===== src/rtl/instr_fetch_pkg.sv =====
// Shared definitions for the instruction fetch unit: state encoding,
// the NOP instruction and the default widths.
package instr_fetch_pkg;

    localparam int PC_WIDTH_DEF        = 8;
    localparam int PROG_DATA_WIDTH_DEF = 16;
    localparam int LIT_WIDTH_DEF       = 8;

    localparam logic [15:0] NOP = 16'h0000;

    typedef enum logic [1:0] {
        IDLE  = 2'd0,
        FETCH = 2'd1,
        EXEC  = 2'd2
    } state_t;

endpackage


===== src/rtl/instr_fetch_pc_next.sv =====
// Next program-counter selection: sequential step, absolute load or
// signed relative branch, all wrapping modulo 2^PC_WIDTH.
module pc_next_calc
    import instr_fetch_pkg::*;
#(
    parameter int PC_WIDTH = PC_WIDTH_DEF,
    parameter int LitWidth = LIT_WIDTH_DEF
) (
    input  logic [PC_WIDTH-1:0] pc,
    input  logic [LitWidth-1:0] literal_adr,
    input  logic                cnt_wr_en,
    input  logic                add_offset,
    output logic [PC_WIDTH-1:0] next_pc
);

    logic [PC_WIDTH-1:0] lit_abs;
    logic [PC_WIDTH-1:0] lit_rel;

    // Absolute targets are zero-extended, relative offsets sign-extended.
    generate
        if (LitWidth >= PC_WIDTH) begin : g_trunc
            assign lit_abs = literal_adr[PC_WIDTH-1:0];
            assign lit_rel = literal_adr[PC_WIDTH-1:0];
        end else begin : g_ext
            assign lit_abs = {{(PC_WIDTH-LitWidth){1'b0}}, literal_adr};
            assign lit_rel = {{(PC_WIDTH-LitWidth){literal_adr[LitWidth-1]}}, literal_adr};
        end
    endgenerate

    always_comb begin
        next_pc = pc + PC_WIDTH'(1);
        if (cnt_wr_en) begin
            next_pc = add_offset ? (pc + lit_rel) : lit_abs;
        end
    end

endmodule


===== src/rtl/instr_fetch.sv =====
// Instruction fetch unit: requests one instruction at a time from program
// memory, presents it to the decoder for a single EXEC cycle, then advances pc.
module instr_fetch
    import instr_fetch_pkg::*;
#(
    parameter int PC_WIDTH          = PC_WIDTH_DEF,
    parameter int PROGRAM_DataWidth = PROG_DATA_WIDTH_DEF,
    parameter int LitWidth          = LIT_WIDTH_DEF
) (
    input  logic                         clk,
    input  logic                         rst_n,
    input  logic                         run,
    output logic                         mem_req,
    output logic [PC_WIDTH-1:0]          mem_addr,
    input  logic                         mem_ack,
    input  logic [PROGRAM_DataWidth-1:0] mem_rdata,
    output logic [PROGRAM_DataWidth-1:0] instruction,
    output logic                         instr_valid,
    input  logic                         cnt_wr_en,
    input  logic                         add_offset,
    input  logic [LitWidth-1:0]          literal_adr,
    output logic [PC_WIDTH-1:0]          pc,
    output logic [15:0]                  instr_count
);

    state_t                       state_reg;
    logic [PC_WIDTH-1:0]          pc_reg;
    logic [PC_WIDTH-1:0]          pc_next;
    logic [PROGRAM_DataWidth-1:0] ir_reg;
    logic [15:0]                  count_reg;
    logic                         mem_req_reg;
    logic                         instr_valid_reg;

    pc_next_calc #(
        .PC_WIDTH (PC_WIDTH),
        .LitWidth (LitWidth)
    ) u_pc_next_calc (
        .pc          (pc_reg),
        .literal_adr (literal_adr),
        .cnt_wr_en   (cnt_wr_en),
        .add_offset  (add_offset),
        .next_pc     (pc_next)
    );

    // A fetch, once started, always runs through EXEC; run only decides
    // whether another fetch follows.
    always_ff @(posedge clk or negedge rst_n) begin
        if (!rst_n) begin
            state_reg       <= IDLE;
            pc_reg          <= '0;
            ir_reg          <= '0;
            count_reg       <= '0;
            mem_req_reg     <= 1'b0;
            instr_valid_reg <= 1'b0;
        end else begin
            case (state_reg)
                IDLE: begin
                    if (run) begin
                        state_reg   <= FETCH;
                        mem_req_reg <= 1'b1;
                    end
                end
                FETCH: begin
                    if (mem_ack) begin
                        ir_reg          <= mem_rdata;
                        state_reg       <= EXEC;
                        mem_req_reg     <= 1'b0;
                        instr_valid_reg <= 1'b1;
                    end
                end
                EXEC: begin
                    pc_reg          <= pc_next;
                    count_reg       <= count_reg + 16'd1;
                    instr_valid_reg <= 1'b0;
                    state_reg       <= run ? FETCH : IDLE;
                    mem_req_reg     <= run;
                end
                default: begin
                    state_reg       <= IDLE;
                    mem_req_reg     <= 1'b0;
                    instr_valid_reg <= 1'b0;
                end
            endcase
        end
    end

    // The decoder sees NOP whenever nothing is executing.
    assign instruction = instr_valid_reg ? ir_reg : PROGRAM_DataWidth'(NOP);
    assign instr_valid = instr_valid_reg;
    assign mem_req     = mem_req_reg;
    assign mem_addr    = pc_reg;
    assign pc          = pc_reg;
    assign instr_count = count_reg;

endmodule


===== config.mk =====
export PLATFORM = sky130hd
export DESIGN_NAME = instr_fetch
export DESIGN_NICKNAME = d
export VERILOG_FILES = /design/src/rtl/instr_fetch_pkg.sv /design/src/rtl/instr_fetch_pc_next.sv /design/src/rtl/instr_fetch.sv
export SDC_FILE = /design/constraint.sdc
export NUM_CORES = 1
export LEC_CHECK = 0
export ABC_CLOCK_PERIOD_IN_PS = 4200
export CORE_MARGIN = 2
export CORE_UTILIZATION = 50
export CTS_BUF_LIST = sky130_fd_sc_hd__clkbuf_16
export CTS_CLUSTER_SIZE = 30
export DETAILED_ROUTE_END_ITERATION = 7
export PLACE_DENSITY = 0.94
export SETUP_SLACK_MARGIN = 0.15
export SYNTH_ARGS = -nofsm -noshare
export SYNTH_HDL_FRONTEND = slang
export SYNTH_SLANG_ARGS = --single-unit

===== constraint.sdc =====
create_clock -name clk -period 4.2 [get_ports clk]
set_input_delay 0.84 -clock clk [delete_from_list [all_inputs] [get_ports clk]]
set_output_delay 0.84 -clock clk [all_outputs]
set_load 0.01 [all_outputs]

==> metrics.json, run 1 <==
{
  "outcome": {"value": "completed"},
  "power.density": {"value": 530, "unit": "nW/um^2"},
  "area.growth.synth_to_final": {"value": 37.2, "unit": "%"},
  "global_route_wire_length_before_repair": {"value": 9230, "unit": "microns"},
  "synthesis.nets": {"value": 320},
  "share_of_the_cycle_needed_by_the_critical_path_after_routing": {"value": 64.9, "unit": "%"},
  "core_area": {"value": 4750, "unit": "sq um"},
  "grt_start_max_net_pins": {"value": 45},
  "power.leakage": {"value": 1.50, "unit": "nW"},
  "antenna_found_initial": {"value": 0},
  "maxSlewViolCount": {"value": 0},
  "hold_end": {"value": "ir_reg[9]$_DFFE_PN0P_"},
  "synthesis.area_per_instance": {"value": 8.91, "unit": "sq um"},
  "synth_cell_type_count": {"value": 44},
  "tritoncts": {"value": "built"},
  "synthMostInstantiatedCell": {"value": "sky130_fd_sc_hd__nand2_1"},
  "final.min_clock_period": {"value": 2.73, "unit": "ns"},
  "tightestPinTransition": {"value": 0.959, "unit": "ns"},
  "cell_count_after_synthesis": {"value": 280},
  "timing.critical_path.fanout_max": {"value": 3},
  "post_synth_most_frequent_cells": {"value": "72 x sky130_fd_sc_hd__nand2_1, 44 x sky130_fd_sc_hd__dfrtp_1, 16 x sky130_fd_sc_hd__and2_1"},
  "clock_insertion_delay_worst_skew": {"value": 0.28, "unit": "ns"},
  "ant_nets": {"value": 0},
  "totalNegativeSetupSlack": {"value": 0, "unit": "ns"},
  "critical_path.endpoint_type": {"value": "flop"},
  "clock_tree.htree_level_count": {"value": 2},
  "cts.repair_timing.setup_buffer_count": {"value": 0},
  "wl": {"value": 5760, "unit": "microns"},
  "post_cts_resize_count": {"value": 0},
  "fraction_of_synthesis_flops_using_an_asynchronous_set_or_reset_pin": {"value": 100, "unit": "%"},
  "cts.reportedPaths.clkPinSlew": {"value": 0.06, "unit": "ns"},
  "design.portCount": {"value": 80},
  "rrSetupSlack": {"value": 1.99, "unit": "ns"},
  "place.port_buffers": {"value": 79},
  "maxCapViolCount": {"value": 0},
  "finalHoldViolCount": {"value": 0},
  "die_area": {"value": 5570, "unit": "sq um"},
  "synth.cell_area": {"value": 2490, "unit": "sq um"},
  "die_x": {"value": 74.6, "unit": "microns"},
  "rsz0062_at_grt": {"value": "false"},
  "initial_core_util": {"value": 52.4, "unit": "%"},
  "numClockSinks": {"value": 44},
  "ys_seq_area_share": {"value": 44.2, "unit": "%"},
  "worst_path_max_delay_cell": {"value": "sky130_fd_sc_hd__or4_4"},
  "power.total": {"value": 1.81, "unit": "mW"},
  "place_area": {"value": 3280, "unit": "sq um"},
  "post_route_cells_drive_above_1_share": {"value": 5.41, "unit": "%"},
  "timing.critical_path.cells": {"value": "clkdlybuf4s50_1 > ha_1 > a211oi_2 > nor3_1 > or4_4 > and4_4 > o31ai_2"},
  "antennaDiodeCount": {"value": 0},
  "worst_hold_slack": {"value": 0.465, "unit": "ns"},
  "hp-class": {"value": "reg2reg"},
  "fin_area": {"value": 3420, "unit": "sq um"},
  "final_nets": {"value": 390},
  "setup.worst_path.class": {"value": "in2reg"},
  "crit-reg2reg-launch": {"value": "mem_addr[0]$_DFFE_PN0N_"},
  "synth.ff_latch_count": {"value": 44},
  "synth-warning-count": {"value": 0},
  "place_congestion": {"value": 0.909},
  "postSynth.topFlopCell": {"value": "sky130_fd_sc_hd__dfrtp_1"},
  "routed-via-count": {"value": 2246},
  "hold_path.startpoint": {"value": "ir_reg[9]$_DFFE_PN0P_"},
  "detailedRoute.firstPassIterationCount": {"value": 4},
  "slew_headroom": {"value": 36.1, "unit": "%"},
  "synth_largest_area_cell": {"value": "sky130_fd_sc_hd__dfrtp_1"},
  "globalRouteOverflowTotal": {"value": 0},
  "clock-skew-final": {"value": 0.00641, "unit": "ns"},
  "critPathRequiredTime": {"value": 4.39, "unit": "ns"},
  "cts_hold_buf": {"value": 0},
  "remaining_drc_errors": {"value": 0},
  "globalRouteTotalUtil": {"value": 21.5, "unit": "%"},
  "std_cell_rows": {"value": 25},
  "cp.arrival": {"value": 2.92, "unit": "ns"},
  "synth.area.top_cells": {"value": "sky130_fd_sc_hd__dfrtp_1 44%, sky130_fd_sc_hd__nand2_1 11%, sky130_fd_sc_hd__xnor2_1 4.9%"},
  "fmax": {"value": 0.367, "unit": "GHz"},
  "max_stage_delay": {"value": 0.50, "unit": "ns"},
  "setup_viol": {"value": 0},
  "dp_hpwl": {"value": 4230, "unit": "microns"},
  "vdd.ir_drop.worst": {"value": 0.304, "unit": "mV"},
  "min_path_cells": {"value": 2},
  "cts-root-buf": {"value": "sky130_fd_sc_hd__clkbuf_16"},
  "route.detailed.wl_per_inst": {"value": 13.8, "unit": "microns"},
  "initialDrtViolationCount": {"value": 116},
  "viasPerCell": {"value": 5.37},
  "die_height": {"value": 74.6, "unit": "microns"},
  "final_core_util": {"value": 71.9, "unit": "%"},
  "synth_edf_count": {"value": 0},
  "rr_endpoint": {"value": "mem_addr[6]$_DFFE_PN0N_"},
  "via_count_of_the_first_global_routing_pass": {"value": 2035},
  "yosysTopAreaCellShare": {"value": 44.2, "unit": "%"},
  "clk_buf_depth": {"value": 2},
  "startpoint_kind_of_the_worst_setup_timing_path": {"value": "primary input"},
  "cts_inserted_buffers": {"value": 5},
  "ff2ff_path_depth": {"value": 8}
}
per-layer routing:
metal	track usage, %	up-vias	wire length, microns
met2	36.8	101	2810
met3	4.55	8	390
met5	0	-	0
met4	7.34	0	65
met1	27.3	1053	2490
li1	-	1084	-
cells by family after synthesis:
group | Yosys count | share of synthesized area (%)
XOR/XNOR | 18 | 6.32
buffers and inverters | 25 | 4.97
AO/OA/AOI/OAI | 42 | 10.8
AND/OR/NAND/NOR | 134 | 25.4
adder cells (fa/ha/maj) | 10 | 5.32
multiplexers | 7 | 3.01
flip-flops | 44 | 44.2
how the worst max path moves through the flow:
stage / startpoint / to / slack [ns] / cells past startpoint
finish: literal_adr[1] / mem_addr[7]$_DFFE_PN0N_ / 1.47 / 7
global route: literal_adr[0] / mem_addr[6]$_DFFE_PN0N_ / 1.30 / 9
CTS: literal_adr[0] / mem_addr[6]$_DFFE_PN0N_ / 1.49 / 9
detailed placement: literal_adr[0] / mem_addr[6]$_DFFE_PN0N_ / 1.20 / 9
global placement: literal_adr[1] / mem_addr[7]$_DFFE_PN0N_ / 1.32 / 7
floorplan: literal_adr[5] / mem_addr[7]$_DFFE_PN0N_ / 1.85 / 6
power breakdown:
part | switching [mW] | leakage, nW | internal (mW) | total [mW]
Clock | 0.148 | 0.0736 | 0.219 | 0.367
Sequential | 0.132 | 0.557 | 0.523 | 0.655
Combinational | 0.357 | 0.871 | 0.434 | 0.791
Total | 0.636 | 1.50 | 1.18 | 1.81
worst max-delay path, delay by kind of cell:
kind                     cells  cell delay, ns
AO/OA/AOI/OAI                2            0.46
adder cells (fa/ha/maj)      1            0.33
buffers and inverters        1            0.45
AND/OR/NAND/NOR              3            0.83
placed cells by master, fill, tap and decap left out, types with 2 or more instances in the layout:
master,Yosys,final
sky130_fd_sc_hd__o32ai_1,2,2
sky130_fd_sc_hd__or3_1,2,2
sky130_fd_sc_hd__a31oi_1,5,5
sky130_fd_sc_hd__xor2_1,4,4
sky130_fd_sc_hd__nand3_1,10,10
sky130_fd_sc_hd__nor2b_1,4,4
sky130_fd_sc_hd__inv_1,7,7
sky130_fd_sc_hd__o21a_1,3,3
sky130_fd_sc_hd__mux2_2,4,4
sky130_fd_sc_hd__clkdlybuf4s50_1,0,78
sky130_fd_sc_hd__clkbuf_16,0,5
sky130_fd_sc_hd__o21ai_0,12,12
sky130_fd_sc_hd__xnor2_1,14,14
sky130_fd_sc_hd__ha_1,9,9
sky130_fd_sc_hd__and3_1,4,4
sky130_fd_sc_hd__and4_1,2,2
sky130_fd_sc_hd__nand2_1,72,72
sky130_fd_sc_hd__and2_1,16,16
sky130_fd_sc_hd__nand4_1,3,3
sky130_fd_sc_hd__dfrtp_1,44,44
sky130_fd_sc_hd__nor2_1,12,12
sky130_fd_sc_hd__mux2i_1,3,3
sky130_fd_sc_hd__nor3_1,2,2
sky130_fd_sc_hd__clkinv_2,0,2
sky130_fd_sc_hd__a21oi_1,10,10
metrics by stage:
step           cells  setup WS (ns)
3_3_place_gp     410           1.32
3_5_place_dp     410           1.20
6_report         418           1.47
4_1_cts          418           1.49
2_1_floorplan    280           1.85
5_1_grt          418           1.30
cell type report:
cell class | instances | area (sq um)
Sequential cell | 44 | 1100
Clock buffer | 5 | 125
Tap cell | 67 | 83.8
Timing Repair Buffer | 80 | 793
Fill cell | 375 | 1330
Clock inverter | 3 | 18.8
Inverter | 8 | 30.0
Multi-Input combinational cell | 211 | 1270
Note: power is estimated with default switching activity, not from simulation.
==> run 2: changes to the inputs <==
Settings changed: ABC_CLOCK_PERIOD_IN_PS 4200 to 2760, CORE_UTILIZATION 50 to 46, PLACE_DENSITY 0.94 to 0.88.
Clock period 4.2 ns to 2.76 ns, I/O delays scaled along.
==> run 2 against run 1 <==
  * Combinational power increased by 52%
  * Count of clock-buffer cells in the layout is the same
  * Clock skew fell by 0.00097 ns
  * Critical endpoint is now mem_addr[6]$_DFFE_PN0N_
==> metrics.json, run 2 (synthesis results as in run 1) <==
{
  "finalWorstSetupSlack": {"value": 0.357, "unit": "ns", "change": "was 1.47 ns"},
  "die_height": {"value": 77.6, "unit": "microns", "change": "was 74.6 microns"},
  "timing.critical_path.fanout_max": {"value": 3, "change": "unchanged"},
  "via_count_of_the_first_global_routing_pass": {"value": 2121, "change": "was 2,035"},
  "remaining_drc_errors": {"value": 0, "change": "unchanged"},
  "global_route_wire_length_before_repair": {"value": 9690, "unit": "microns", "change": "was 9230 microns"},
  "rsz0062_at_grt": {"value": "false", "change": "unchanged"},
  "initial_core_util": {"value": 48.2, "unit": "%", "change": "was 52.4%"},
  "worst_hold_slack": {"value": 0.415, "unit": "ns", "change": "was 0.465 ns"},
  "seq_power_share": {"value": 36.1, "unit": "%", "change": "about the same"},
  "power_frac_clock": {"value": 20.6, "unit": "%", "change": "was 20.2%"},
  "cts_inserted_buffers": {"value": 5, "change": "unchanged"},
  "final_nets": {"value": 393, "change": "was 390"},
  "clk_buf_depth": {"value": 2, "change": "unchanged"},
  "clock-skew-final": {"value": 0.00544, "unit": "ns", "change": "was 0.00641 ns"},
  "area.growth.synth_to_final": {"value": 38.2, "unit": "%", "change": "was 37.2%"},
  "globalRouteOverflowTotal": {"value": 0, "change": "unchanged"},
  "ff2ff_path_depth": {"value": 8, "change": "unchanged"},
  "grt_start_max_net_pins": {"value": 45, "change": "unchanged"},
  "place_area": {"value": 3300, "unit": "sq um", "change": "was 3280 sq um"},
  "globalRouteTotalUtil": {"value": 19.9, "unit": "%", "change": "was 21.5%"},
  "int_pwr": {"value": 1.79, "unit": "mW", "change": "was 1.18 mW"},
  "mostFrequentLayoutCell": {"value": "sky130_fd_sc_hd__clkdlybuf4s50_1", "change": "unchanged"},
  "routed-wl-met2": {"value": 2890, "unit": "microns", "change": "was 2810 microns"},
  "power.leakage": {"value": 1.52, "unit": "nW", "change": "was 1.50 nW"},
  "die_area": {"value": 6030, "unit": "sq um", "change": "was 5570 sq um"},
  "rrSetupSlack": {"value": 0.57, "unit": "ns", "change": "was 1.99 ns"},
  "finalHoldViolCount": {"value": 0, "change": "unchanged"},
  "p_switching": {"value": 0.976, "unit": "mW", "change": "was 0.636 mW"},
  "instance_count_after_placement_with_tap_cells_included": {"value": 416, "change": "was 410"},
  "cts.repair_timing.setup_buffer_count": {"value": 0, "change": "unchanged"},
  "crit-reg2reg-launch": {"value": "mem_addr[0]$_DFFE_PN0N_", "change": "unchanged"},
  "std_cell_rows": {"value": 26, "change": "was 25"},
  "cts_hold_buf": {"value": 0, "change": "unchanged"},
  "topRoutingLayerUsed": {"value": "met4", "change": "unchanged"},
  "power.share.combinational": {"value": 43.3, "unit": "%", "change": "was 43.6%"},
  "fin_cells": {"value": 424, "change": "was 418"},
  "clock_insertion_delay_worst_skew": {"value": 0.28, "unit": "ns", "change": "about the same"},
  "clock_tree.htree_level_count": {"value": 2, "change": "unchanged"},
  "dp_hpwl": {"value": 4230, "unit": "microns", "change": "about the same"},
  "fmax": {"value": 0.416, "unit": "GHz"},
  "slew_headroom": {"value": 36.4, "unit": "%", "change": "was 36.1%"},
  "post_cts_resize_count": {"value": 0, "change": "unchanged"},
  "place.port_buffers": {"value": 79, "change": "unchanged"},
  "outcome": {"value": "completed", "change": "unchanged"},
  "rr_endpoint": {"value": "mem_addr[6]$_DFFE_PN0N_", "change": "unchanged"},
  "vdd.ir_drop.worst": {"value": 0.465, "unit": "mV", "change": "was 0.304 mV"},
  "post_route_cells_drive_above_1_share": {"value": 6.21, "unit": "%", "change": "was 5.41%"},
  "maxCapViolCount": {"value": 0, "change": "unchanged"},
  "antennaDiodeCount": {"value": 0, "change": "unchanged"},
  "numClockSinks": {"value": 44, "change": "unchanged"},
  "setup_viol": {"value": 0, "change": "unchanged"},
  "m1WireLength": {"value": 2530, "unit": "microns", "change": "was 2490 microns"},
  "routed-via-count": {"value": 2230, "change": "was 2,246"},
  "fin_area": {"value": 3450, "unit": "sq um", "change": "was 3420 sq um"},
  "ant_nets": {"value": 0, "change": "unchanged"},
  "wl": {"value": 5790, "unit": "microns", "change": "was 5760 microns"},
  "place_congestion": {"value": 0.950, "change": "was 0.909"},
  "cts-root-buf": {"value": "sky130_fd_sc_hd__clkbuf_16", "change": "unchanged"},
  "setup.worst_path.class": {"value": "in2reg", "change": "unchanged"},
  "netSwitchingFraction": {"value": 35.3, "unit": "%", "change": "was 35.1%"},
  "share_of_the_cycle_needed_by_the_critical_path_after_routing": {"value": 87.1, "unit": "%"},
  "tritoncts": {"value": "built", "change": "unchanged"},
  "critPathRequiredTime": {"value": 2.95, "unit": "ns", "change": "was 4.39 ns"},
  "cp.arrival": {"value": 2.59, "unit": "ns", "change": "was 2.92 ns"},
  "cts.reportedPaths.clkPinSlew": {"value": 0.06, "unit": "ns", "change": "about the same"},
  "antenna_found_initial": {"value": 0, "change": "unchanged"},
  "dp_slack": {"value": 0.0783, "unit": "ns", "change": "was 1.20 ns"},
  "detailedRoute.firstPassIterationCount": {"value": 4, "change": "unchanged"},
  "startpoint_kind_of_the_worst_setup_timing_path": {"value": "primary input", "change": "unchanged"},
  "viasPerCell": {"value": 5.26, "change": "was 5.37"},
  "totalNegativeSetupSlack": {"value": 0, "unit": "ns", "change": "unchanged"},
  "hp-class": {"value": "in2async", "change": "was reg2reg"},
  "layout_common_cells": {"value": "78 x sky130_fd_sc_hd__clkdlybuf4s50_1, 72 x sky130_fd_sc_hd__nand2_1, 44 x sky130_fd_sc_hd__dfrtp_1", "change": "unchanged"},
  "tightestPinTransition": {"value": 0.954, "unit": "ns", "change": "was 0.959 ns"},
  "final.min_clock_period": {"value": 2.40, "unit": "ns"},
  "design.portCount": {"value": 80, "change": "unchanged"},
  "route.detailed.wl_per_inst": {"value": 13.7, "unit": "microns", "change": "was 13.8 microns"},
  "met3RoutedLength": {"value": 319, "unit": "microns", "change": "was 390 microns"},
  "core_area": {"value": 5170, "unit": "sq um", "change": "was 4750 sq um"},
  "critical_path.endpoint_type": {"value": "flop", "change": "unchanged"},
  "power.density": {"value": 803, "unit": "nW/um^2", "change": "was 530 nW/um^2"},
  "initialDrtViolationCount": {"value": 120, "change": "was 116"},
  "die_x": {"value": 77.6, "unit": "microns", "change": "was 74.6 microns"},
  "maxSlewViolCount": {"value": 0, "change": "unchanged"}
}
-- run 2: cell count changes in the layout (fill, tap and decap cells not counted) --
cell / before / now
sky130_fd_sc_hd__buf_4: 1 / 4
-- run 2: power groups by stage --
stage | Clock, mW | Combinational [mW] | Sequential (mW)
global route | 0.617 | 1.33 | 1.03
CTS | 0.579 | 1.21 | 0.999
global placement | 0 | 1.16 | 0.999
finish | 0.570 | 1.20 | 0.998
detailed placement | 0 | 1.20 | 1.01
floorplan | 0 | 0.694 | 0.989
-- run 2: worst max-delay path by stage --
stage	startpoint	depth (start not counted)	slack, ns	endpoint
2_1_floorplan	literal_adr[5]	6	0.69	mem_addr[7]$_DFFE_PN0N_
3_3_place_gp	literal_adr[0]	9	0.17	mem_addr[6]$_DFFE_PN0N_
3_5_place_dp	literal_adr[0]	9	0.08	mem_addr[6]$_DFFE_PN0N_
4_1_cts	literal_adr[0]	9	0.37	mem_addr[6]$_DFFE_PN0N_
5_1_grt	literal_adr[0]	9	0.19	mem_addr[6]$_DFFE_PN0N_
6_report	literal_adr[0]	9	0.36	mem_addr[6]$_DFFE_PN0N_
-- run 2: through the flow --
| stage | utilization, % | power (mW) |
|---|---|---|
| 6_report | 66.6 | 2.77 |
| 4_1_cts | 66.6 | 2.78 |
| 3_3_place_gp | 63.9 | 2.16 |
| 3_5_place_dp | 63.9 | 2.20 |
| 5_1_grt | 66.6 | 2.97 |
| 2_1_floorplan | - | 1.68 |
-- run 2: area by class of cell --
class / count / area (sq um)
fillers: 417 / 1730
multi-input cells: 211 / 1270
flip-flops and latches: 44 / 1100
repair buffers: 83 / 816
clock buffers: 5 / 125
well taps: 70 / 87.6
inverters: 8 / 30.0
clock inverters: 3 / 18.8
-- run 2: metal layers --
metal  up-vias  GRT usage, %
met4         0          5.54
met5         -             0
met1      1062          24.4
met3         7          4.30
li1       1089             -
met2        72          35.0
-- run 2: worst max-delay path, cell delays in order --
cell                              delay [ns]
sky130_fd_sc_hd__clkdlybuf4s50_1        0.48
sky130_fd_sc_hd__ha_1                   0.22
sky130_fd_sc_hd__inv_1                  0.07
sky130_fd_sc_hd__fa_1                   0.40
sky130_fd_sc_hd__nor2b_1                0.13
sky130_fd_sc_hd__o21a_1                 0.13
sky130_fd_sc_hd__o21ai_0                0.11
sky130_fd_sc_hd__mux2_2                 0.29
sky130_fd_sc_hd__a211oi_1               0.21
